File: src/rtl/prime_trial_div_pkg.sv
// Shared definitions for the trial-division primality engine.
// The controller state encoding and the "unlimited accuracy" constant are
// kept here so that other check engines can use the same encodings.
package prime_trial_div_pkg;

  // 3-bit controller states, in the order a test moves through them.
  typedef enum logic [2:0] {
    LOAD     = 3'd0,
    CLASSIFY = 3'd1,
    SQTEST   = 3'd2,
    DIV      = 3'd3,
    EVAL     = 3'd4,
    DONE     = 3'd5
  } state_t;

  // An accuracy value of zero means "try every odd divisor" (exact result).
  localparam int unsigned ACC_UNLIMITED = 0;

endpackage : prime_trial_div_pkg

File: src/rtl/prime_trial_div_mod_div.sv
// prime_mod_div: restoring shift-subtract remainder unit.
// A start pulse loads the operands. WORDSIZE steps follow, one per clock.
// After the last step, rem holds dividend mod divisor.
// done is high for exactly one cycle: the cycle in which the final step is
// computed. The caller may therefore leave its wait state on done and read
// rem on the next cycle.
//
// Ports:
//   clk      in   1         system clock, rising edge
//   reset    in   1         async active-high, aborts any operation
//   start    in   1         load operands and begin a new division
//   dividend in   WORDSIZE  numerator
//   divisor  in   WORDSIZE  denominator (non-zero)
//   rem      out  WORDSIZE  remainder, valid once the step count reaches zero
//   done     out  1         one-cycle pulse during the final step
module prime_mod_div #(
  parameter int WORDSIZE = 31
) (
  input  logic                clk,
  input  logic                reset,
  input  logic                start,
  input  logic [WORDSIZE-1:0] dividend,
  input  logic [WORDSIZE-1:0] divisor,
  output logic [WORDSIZE-1:0] rem,
  output logic                done
);

  localparam int CW = $clog2(WORDSIZE + 1);

  logic [WORDSIZE-1:0] dvd_q, dvd_d;   // dividend, shifted left one bit per step
  logic [WORDSIZE-1:0] dsr_q, dsr_d;
  logic [WORDSIZE-1:0] rem_q, rem_d;
  logic [CW-1:0]       cnt_q, cnt_d;   // steps remaining
  logic [WORDSIZE:0]   trial;

  // Bring down the next dividend bit. Any value that survives the subtract
  // is below the divisor, so the partial remainder always fits WORDSIZE bits.
  assign trial = {rem_q, dvd_q[WORDSIZE-1]};

  always_comb begin
    // NOTE: each variable gets a default first, so no path leaves it unassigned and no latch is inferred.
    dvd_d = dvd_q;
    dsr_d = dsr_q;
    rem_d = rem_q;
    cnt_d = cnt_q;
    if (start) begin
      dvd_d = dividend;
      dsr_d = divisor;
      rem_d = '0;
      cnt_d = CW'(WORDSIZE);
    end else if (cnt_q != '0) begin
      if (trial >= {1'b0, dsr_q}) begin
        rem_d = WORDSIZE'(trial - {1'b0, dsr_q});
      end else begin
        rem_d = trial[WORDSIZE-1:0];
      end
      dvd_d = dvd_q << 1;
      cnt_d = cnt_q - CW'(1);
    end
  end

  always_ff @(posedge clk or posedge reset) begin
    if (reset) begin
      // NOTE: sequential state uses non-blocking assignments, so every register samples pre-edge values.
      dvd_q <= '0;
      dsr_q <= '0;
      rem_q <= '0;
      cnt_q <= '0;
    end else begin
      dvd_q <= dvd_d;
      dsr_q <= dsr_d;
      rem_q <= rem_d;
      cnt_q <= cnt_d;
    end
  end

  assign rem  = rem_q;
  assign done = (cnt_q == CW'(1));

endmodule : prime_mod_div

File: src/rtl/prime_trial_div.sv
// prime_trial_div: deterministic primality responder using trial division.
// A reset pulse starts a new test. The candidate is latched on the first
// edge after reset is released. The odd divisors 3, 5, 7, ... are then
// tried until one of these happens:
//   - d*d exceeds n (prime),
//   - a divisor leaves a zero remainder (composite; factor reports it),
//   - accuracy divisors have been tried (reported as a probable prime).
//
// Ports:
//   clk          in   1           system clock, rising edge
//   reset        in   1           async active-high; also starts a new test
//   start_number in   WORDSIZE    candidate n
//   accuracy     in   2*WORDSIZE  max odd divisors to try, 0 = unlimited
//   prime        out  1           result, valid while finish=1
//   finish       out  1           test complete, held until the next reset
//   factor       out  WORDSIZE    smallest divisor found, 0 if none
module prime_trial_div
  import prime_trial_div_pkg::*;
#(
  parameter int WORDSIZE = 31
) (
  input  logic                  clk,
  input  logic                  reset,
  input  logic [WORDSIZE-1:0]   start_number,
  input  logic [2*WORDSIZE-1:0] accuracy,
  output logic                  prime,
  output logic                  finish,
  output logic [WORDSIZE-1:0]   factor
);

  localparam int W2 = 2 * WORDSIZE;

  state_t              state_q, state_d;
  logic [WORDSIZE-1:0] n_q, n_d;
  logic [WORDSIZE-1:0] d_q, d_d;            // current odd divisor
  logic [W2-1:0]       sq_q, sq_d;          // d*d, maintained incrementally
  logic [W2-1:0]       count_q, count_d;    // divisors fully tried
  logic                prime_q, prime_d;
  logic                finish_q, finish_d;
  logic [WORDSIZE-1:0] factor_q, factor_d;

  logic                div_start;
  logic [WORDSIZE-1:0] div_rem;
  logic                div_done;
  logic [W2-1:0]       count_inc;

  prime_mod_div #(.WORDSIZE(WORDSIZE)) u_mod_div (
    .clk      (clk),
    .reset    (reset),
    .start    (div_start),
    .dividend (n_q),
    .divisor  (d_q),
    .rem      (div_rem),
    .done     (div_done)
  );

  assign count_inc = count_q + W2'(1);

  always_comb begin
    state_d   = state_q;
    n_d       = n_q;
    d_d       = d_q;
    sq_d      = sq_q;
    count_d   = count_q;
    prime_d   = prime_q;
    finish_d  = finish_q;
    factor_d  = factor_q;
    div_start = 1'b0;

    case (state_q)
      LOAD: begin
        n_d     = start_number;
        state_d = CLASSIFY;
      end

      CLASSIFY: begin
        if (n_q < WORDSIZE'(2)) begin
          finish_d = 1'b1;
          state_d  = DONE;
        end else if (n_q == WORDSIZE'(2) || n_q == WORDSIZE'(3)) begin
          finish_d = 1'b1;
          prime_d  = 1'b1;
          state_d  = DONE;
        end else if (!n_q[0]) begin
          finish_d = 1'b1;
          factor_d = WORDSIZE'(2);
          state_d  = DONE;
        end else begin
          d_d     = WORDSIZE'(3);
          sq_d    = W2'(9);
          count_d = '0;
          state_d = SQTEST;
        end
      end

      SQTEST: begin
        // A factor larger than sqrt(n) implies a smaller one already tried.
        if (sq_q > W2'(n_q)) begin
          finish_d = 1'b1;
          prime_d  = 1'b1;
          state_d  = DONE;
        end else begin
          div_start = 1'b1;
          state_d   = DIV;
        end
      end

      DIV: begin
        // done marks the final step, so rem is settled in EVAL.
        if (div_done) state_d = EVAL;
      end

      EVAL: begin
        if (div_rem == '0) begin
          finish_d = 1'b1;
          factor_d = d_q;
          state_d  = DONE;
        end else begin
          count_d = count_inc;
          if (accuracy != W2'(ACC_UNLIMITED) && count_inc == accuracy) begin
            finish_d = 1'b1;
            prime_d  = 1'b1;
            state_d  = DONE;
          end else begin
            // (d+2)^2 = d^2 + 4d + 4, using the divisor just tried.
            d_d     = d_q + WORDSIZE'(2);
            sq_d    = sq_q + (W2'(d_q) << 2) + W2'(4);
            state_d = SQTEST;
          end
        end
      end

      DONE: state_d = DONE;

      default: state_d = LOAD;
    endcase
  end

  always_ff @(posedge clk or posedge reset) begin
    if (reset) begin
      state_q  <= LOAD;
      n_q      <= '0;
      d_q      <= '0;
      sq_q     <= '0;
      count_q  <= '0;
      prime_q  <= 1'b0;
      finish_q <= 1'b0;
      factor_q <= '0;
    end else begin
      state_q  <= state_d;
      n_q      <= n_d;
      d_q      <= d_d;
      sq_q     <= sq_d;
      count_q  <= count_d;
      prime_q  <= prime_d;
      finish_q <= finish_d;
      factor_q <= factor_d;
    end
  end

  assign prime  = prime_q;
  assign finish = finish_q;
  assign factor = factor_q;

endmodule : prime_trial_div

File: config.mk
export PLATFORM = sky130hd
export DESIGN_NAME = prime_trial_div
export DESIGN_NICKNAME = d
export VERILOG_FILES = /design/src/rtl/prime_trial_div_pkg.sv /design/src/rtl/prime_trial_div_mod_div.sv /design/src/rtl/prime_trial_div.sv
export SDC_FILE = /design/constraint.sdc
export NUM_CORES = 1
export LEC_CHECK = 0
export CAP_MARGIN = 0
export CORE_MARGIN = 1.5
export CORE_UTILIZATION = 40
export CTS_BUF_LIST = sky130_fd_sc_hd__clkbuf_4
export DETAILED_ROUTE_END_ITERATION = 10
export PLACE_DENSITY = 0.6
export SLEW_MARGIN = 10
export SYNTH_ARGS = -nofsm -noshare
export SYNTH_HDL_FRONTEND = slang
export SYNTH_SLANG_ARGS = --single-unit
File: constraint.sdc
create_clock -name clk -period 14.3 [get_ports clk]
set_clock_uncertainty 0.2 [all_clocks]
set_input_delay 2.86 -clock clk [delete_from_list [all_inputs] [get_ports clk]]
set_output_delay 2.86 -clock clk [all_outputs]
set_load 0.05 [all_outputs]
Word level (Yosys, flattened, before mapping)

Index checks and enable logic that the tools add are counted.

Register bits: 320
Input bits: 95
Output and inout port bits: 33

Add/sub/neg operators: 6
Order comparisons: 3
Equality and inequality tests: 22
Multiplexer cells: 50
Reduce and logical (&&, ||, !) cells: 14

Operators by type and width:

| cell                                                                   | count |
|---|---|
| 62-bit 2-to-1 mux                                                      | 9 |
| 31-bit 2-to-1 mux                                                      | 14 |
| 62-bit one-hot mux with 2 select lines                                 | 2 |
| 31-bit one-hot mux with 2 select lines                                 | 2 |
| 62-bit by 1-bit adder with 62-bit output (second input constant)       | 1 |
| 62-bit by 3-bit adder with 62-bit output (second input constant)       | 1 |
| 62-bit by 33-bit adder with 62-bit output                              | 1 |
| 31-bit by 2-bit == test with 1-bit output (second input constant)      | 2 |
| 62-bit == test                                                         | 1 |
| 62-bit by 31-bit greater-than comparator with 1-bit output             | 1 |
| 62-bit nonzero test                                                    | 1 |
| 32-bit by 31-bit greater-or-equal comparator with 1-bit output         | 1 |
| 31-bit by 2-bit adder with 31-bit output (second input constant)       | 1 |
| 31-bit zero test                                                       | 1 |
| 31-bit by 2-bit < comparator with 1-bit output (second input constant) | 1 |
| 31-bit subtractor                                                      | 1 |
| 2-bit != test (second input constant)                                  | 11 |
| 3-bit 2-to-1 mux                                                       | 7 |
| 3-bit one-hot mux with 6 select lines                                  | 1 |
| 6-bit AND reduction                                                    | 2 |
| 1-bit 2-to-1 mux                                                       | 11 |
| 5-bit 2-to-1 mux                                                       | 2 |
| 5-bit AND reduction                                                    | 2 |
| 3-bit by 2-bit == test with 1-bit output (second input constant)       | 2 |
| 14 further kinds                                                       | 17 |

Depth between registers and ports, before layout

Depth in word-level cells: 6
Gate-level depth with buffers: 18
Gate-level depth less buffers: 17

Modules after synthesis

A second synthesis with hierarchy kept.

Cell total of the unflattened synthesis: 2631
Area total of the unflattened synthesis: 22347.7 µm²

Modules (own cells, without submodules):

| module          | instances | cells an instance | area each (µm²) | seq. area each (µm²) |
|---|---|---|---|---|
| prime_trial_div | 1         | 1925              | 16226.8         | 5530.3 |
| prime_mod_div   | 1         | 706               | 6120.9          | 2452.4 |

Least setup slack after synthesis

No wires, ideal clock.

Path type: input -> register
Start: input port accuracy[8]
End: register sq_q[25]
Arrival: 5.210 ns
Required time: 13.978 ns
Setup slack: 8.769 ns
Stages on the path: 13
Path through: xor2_1 -> xnor2_1 -> o2bb2ai_1 -> nand3_1 -> or4b_2 -> nor4_1 -> nand4_1 -> o21ai_2 -> and2_1 -> buf_4 -> buf_6 -> nor2_1 -> a32o_1

Cells in the longest elaborated chain, start to end: 4
Elaborated cells on any way between the ends: 5
Those cells by class: 2 x eq/ne; 3 x reduce/logical

Ends and longest elaborated chain:

| item                                                  | RTL line               | RTL |
|---|---|---|
| start, declared                                       | prime_trial_div.sv:25  | `input logic [2*WORDSIZE-1:0] accuracy,` |
| 62-bit == test or 62-bit nonzero test (tied branches) | prime_trial_div.sv:120 | `if (accuracy != W2'(ACC_UNLIMITED) && count_inc == accuracy) begin` |
| 1-bit logical AND (*)                                 | prime_trial_div.sv:120 |  |
| 2-bit != test (no line) (*)                           | -                      |  |
| 6-bit AND reduction (no line) (*)                     | -                      |  |
| end signal, assigned                                  | prime_trial_div.sv:153 | `sq_q <= sq_d;` |
| end, declared                                         | prime_trial_div.sv:36  | `logic [W2-1:0] sq_q, sq_d;` |

Mark *: on every way between the ends. The rest lies on a longest branch, timed or not.
A chain may end at the register's enable or synchronous reset.

Final worst setup path

Ends and elaborated chain as after synthesis.

==> metrics.csv <==
metric;value;unit
status;finished, final reports clean;
yosysWarnings;0;
fin_util;46.4;%
highest-signal-layer;met4;
hold_buffers;0;
die_h;232;um
syn_area;0.0211;mm^2
syn_nets;2664;
grt_pass1_vias;18700;
fin_nets;2776;
setup_viol;0;
wire_per_inst;19.6;um
dpl.cell_count;3136;
die-area;0.0540;mm^2
ios;128;
drv_slew;0;
synth_cells;2439;
tns;0;ns
grt_overflow;0;
fmax;0.151;GHz
min_path_type;reg2reg;
dp_hpwl;46.9;mm
dp_slack;6.87;ns
synth.most_common_cell;dfrtp_1;
cts_tree;built;
area_delta_synth_final;13.9;%
drive_gt1_share;7.41;%
irDropWorstVdd;82.2;uV
gp_congestion;0.980;
fin_crit_sh;46.2;%
synth_cell_type_count;74;
antenna_found_initial;2;
cts_resized;0;
clock_latency;0.84;ns
synth_common_cells;319 x dfrtp_1, 290 x nand2_1, 226 x o21ai_0, 172 x nor2_1, 128 x ha_1;
cts_sinks;319;
num_vias;19100;
postCtsSetupBuffers;0;
ys.flop_type;dfrtp_1;
rows;83;
cts_buffers;93;
setup_ws;7.69;ns
clkTransAtPathRegs;0.06;ns
start_util;40.7;%
placed_area;0.0229;mm^2
firstDrtPassIters;5;
relSlewSlack;19.1;%
fp.dieW;232;um
numPortBuffers;127;
avgViaCountPerCell;5.80;
ys_ff_latch;319;
wl_met2;29.3;mm
hold_viol_final;0;
grt_usage;24.2;%
yosysSeqAreaShare;37.9;%
h-tree-depth;3;
grt_max_degree;133;
criticalPathCategory;in2reg;
yosysTopAreaCellShare;37.9;%
power.density;153;mW/mm^2
period_needed;6.61;ns
tightest_slew;1.21;ns
grt_pass1_wl;103;mm
path_max_fanout;71;
async_flop_share;100;%
cp-end-kind;register;
post-synth-top-area-cell;dfrtp_1;
fin_area;0.0240;mm^2
rsz0062_at_grt;false;
design.core.area;0.0517;mm^2
worstPathArrival;7.13;ns
wl_met1;29.1;mm
root_buffer;clkbuf_4;
routed-wl-met3;3.76;mm
wl;64.7;mm
synth_edf_count;0;
clock_path_buffers;3;
leakage;10.3;nW
finalNonFillerCells;3300;
yosys-top-cells-area;dfrtp_1 38%, ha_1 7.6%, o21ai_0 5.4%;
worst_ep_required_time;14.82;ns
drt_iter0_drc;1436;
crit_path_start_kind;input port;
fill_cells;5100;
drc;0;
cap_violations;0;
avgSynthCellArea;8.64;um^2
ant_nets;0;
-- critical path, stage by stage --
cell and delay, ns:
clkdlybuf4s50_1 0.51, xor2_1 0.25, xnor2_1 0.10, o2bb2ai_1 0.24, nand3_1 0.11, or4b_2 0.65, nor4_1 0.36, nand4_1 0.31
o21ai_2 0.20, buf_4 0.34, and2_2 0.21, buf_4 0.53, nor2_1 0.11, a32o_1 0.28
-- report_power, final --
part / leakage (nW) / switching (mW) / internal [mW] / total, mW
registers: 4.26 / 0.185 / 1.08 / 1.27
clock network: 0.650 / 0.420 / 0.411 / 0.831
logic: 5.39 / 0.954 / 0.627 / 1.58
-- placed cells by master (no fill, tap or decap), types with 21 or more instances in the layout --
cell type and count:
clkinv_1 24, buf_4 26, dfrtp_1 319, a21oi_1 96, a22o_1 32, mux2i_1 56
o31ai_1 60, clkdlybuf4s50_1 127, inv_1 101, o41ai_1 21, a21o_1 42, nand2b_1 25
and3_1 34, a211oi_1 29, ha_1 128, clkbuf_4 127, xor2_1 40, nor3_1 52
nand3_1 69, and4_1 21, o21ai_0 226, nand4_1 72, xnor2_1 113, nand2_1 289
nor2_1 170, nor4_1 74
-- registers in the layout (all words and copies together), names as in the netlist --
| register | count |
|---|---|
| u_mod_div.dvd_q | 31 |
| sq_q | 61 |
| prime | 1 |
| u_mod_div.dsr_q | 31 |
| u_mod_div.rem | 31 |
| finish | 1 |
| state_q | 3 |
| factor | 31 |
| d_q | 31 |
| u_mod_div.cnt_q | 5 |
| n_q | 31 |
| count_q | 62 |
-- cell type report --
| class | count | area [um^2] | area share [%] |
|---|---|---|---|
| diodes | 3 | 7.51 | 0.0313 |
| clock inverters | 34 | 151 | 0.631 |
| well taps | 680 | 851 | 3.55 |
| multi-input cells | 1882 | 12200 | 50.8 |
| repair buffers | 153 | 1470 | 6.11 |
| clock buffers | 127 | 953 | 3.97 |
| flip-flops and latches | 319 | 7980 | 33.3 |
| inverters | 102 | 390 | 1.63 |
-- final timing paths --
path,startpoint,end,slack (ns),cells after the start
max,accuracy[8],sq_q[25]$_DFFE_PP0P_,7.69,14
min,sq_q[0]$_DFFE_PP0P_,sq_q[0]$_DFFE_PP0P_,0.25,2
min reg2reg,sq_q[0]$_DFFE_PP0P_,sq_q[0]$_DFFE_PP0P_,0.25,2
max in group asynchronous,reset,sq_q[50]$_DFFE_PP0P_,9.19,4
min in group asynchronous,reset,count_q[8]$_DFFE_PP0P_,2.41,2
max reg2reg,count_q[0]$_DFFE_PP0P_,sq_q[25]$_DFFE_PP0P_,8.40,14
-- per-layer routing --
metal / vias to the layer above / track usage [%]
met1: 9163 / 32.2
met5: - / 0
met2: 570 / 38.3
met4: 0 / 10.2
met3: 156 / 4.73
li1: 9237 / -
-- cell families (layout without fill, tap and decap cells) --
family | count (synthesis) | in the layout | synth area share [%]
AOI/OAI and AO/OA | 641 | 641 | 19.7
xor gates and xnor gates | 153 | 153 | 6.36
adders and majority gates | 130 | 130 | 7.79
buffers and inverters | 238 | 416 | 4.46
DFF | 319 | 319 | 37.9
muxes | 59 | 59 | 2.82
other | 0 | 3 | 0
and+or+nand+nor | 899 | 899 | 21.0
-- metrics by stage --
stage	hold slack [ns]	power (mW)
final	0.252	3.68
after global routing	0.285	4.00
after CTS	0.255	3.72
after detailed placement	0.239	2.86
after global placement	0.230	2.81
after floorplan	0.218	2.45
Power figures use the tool's default switching activity.
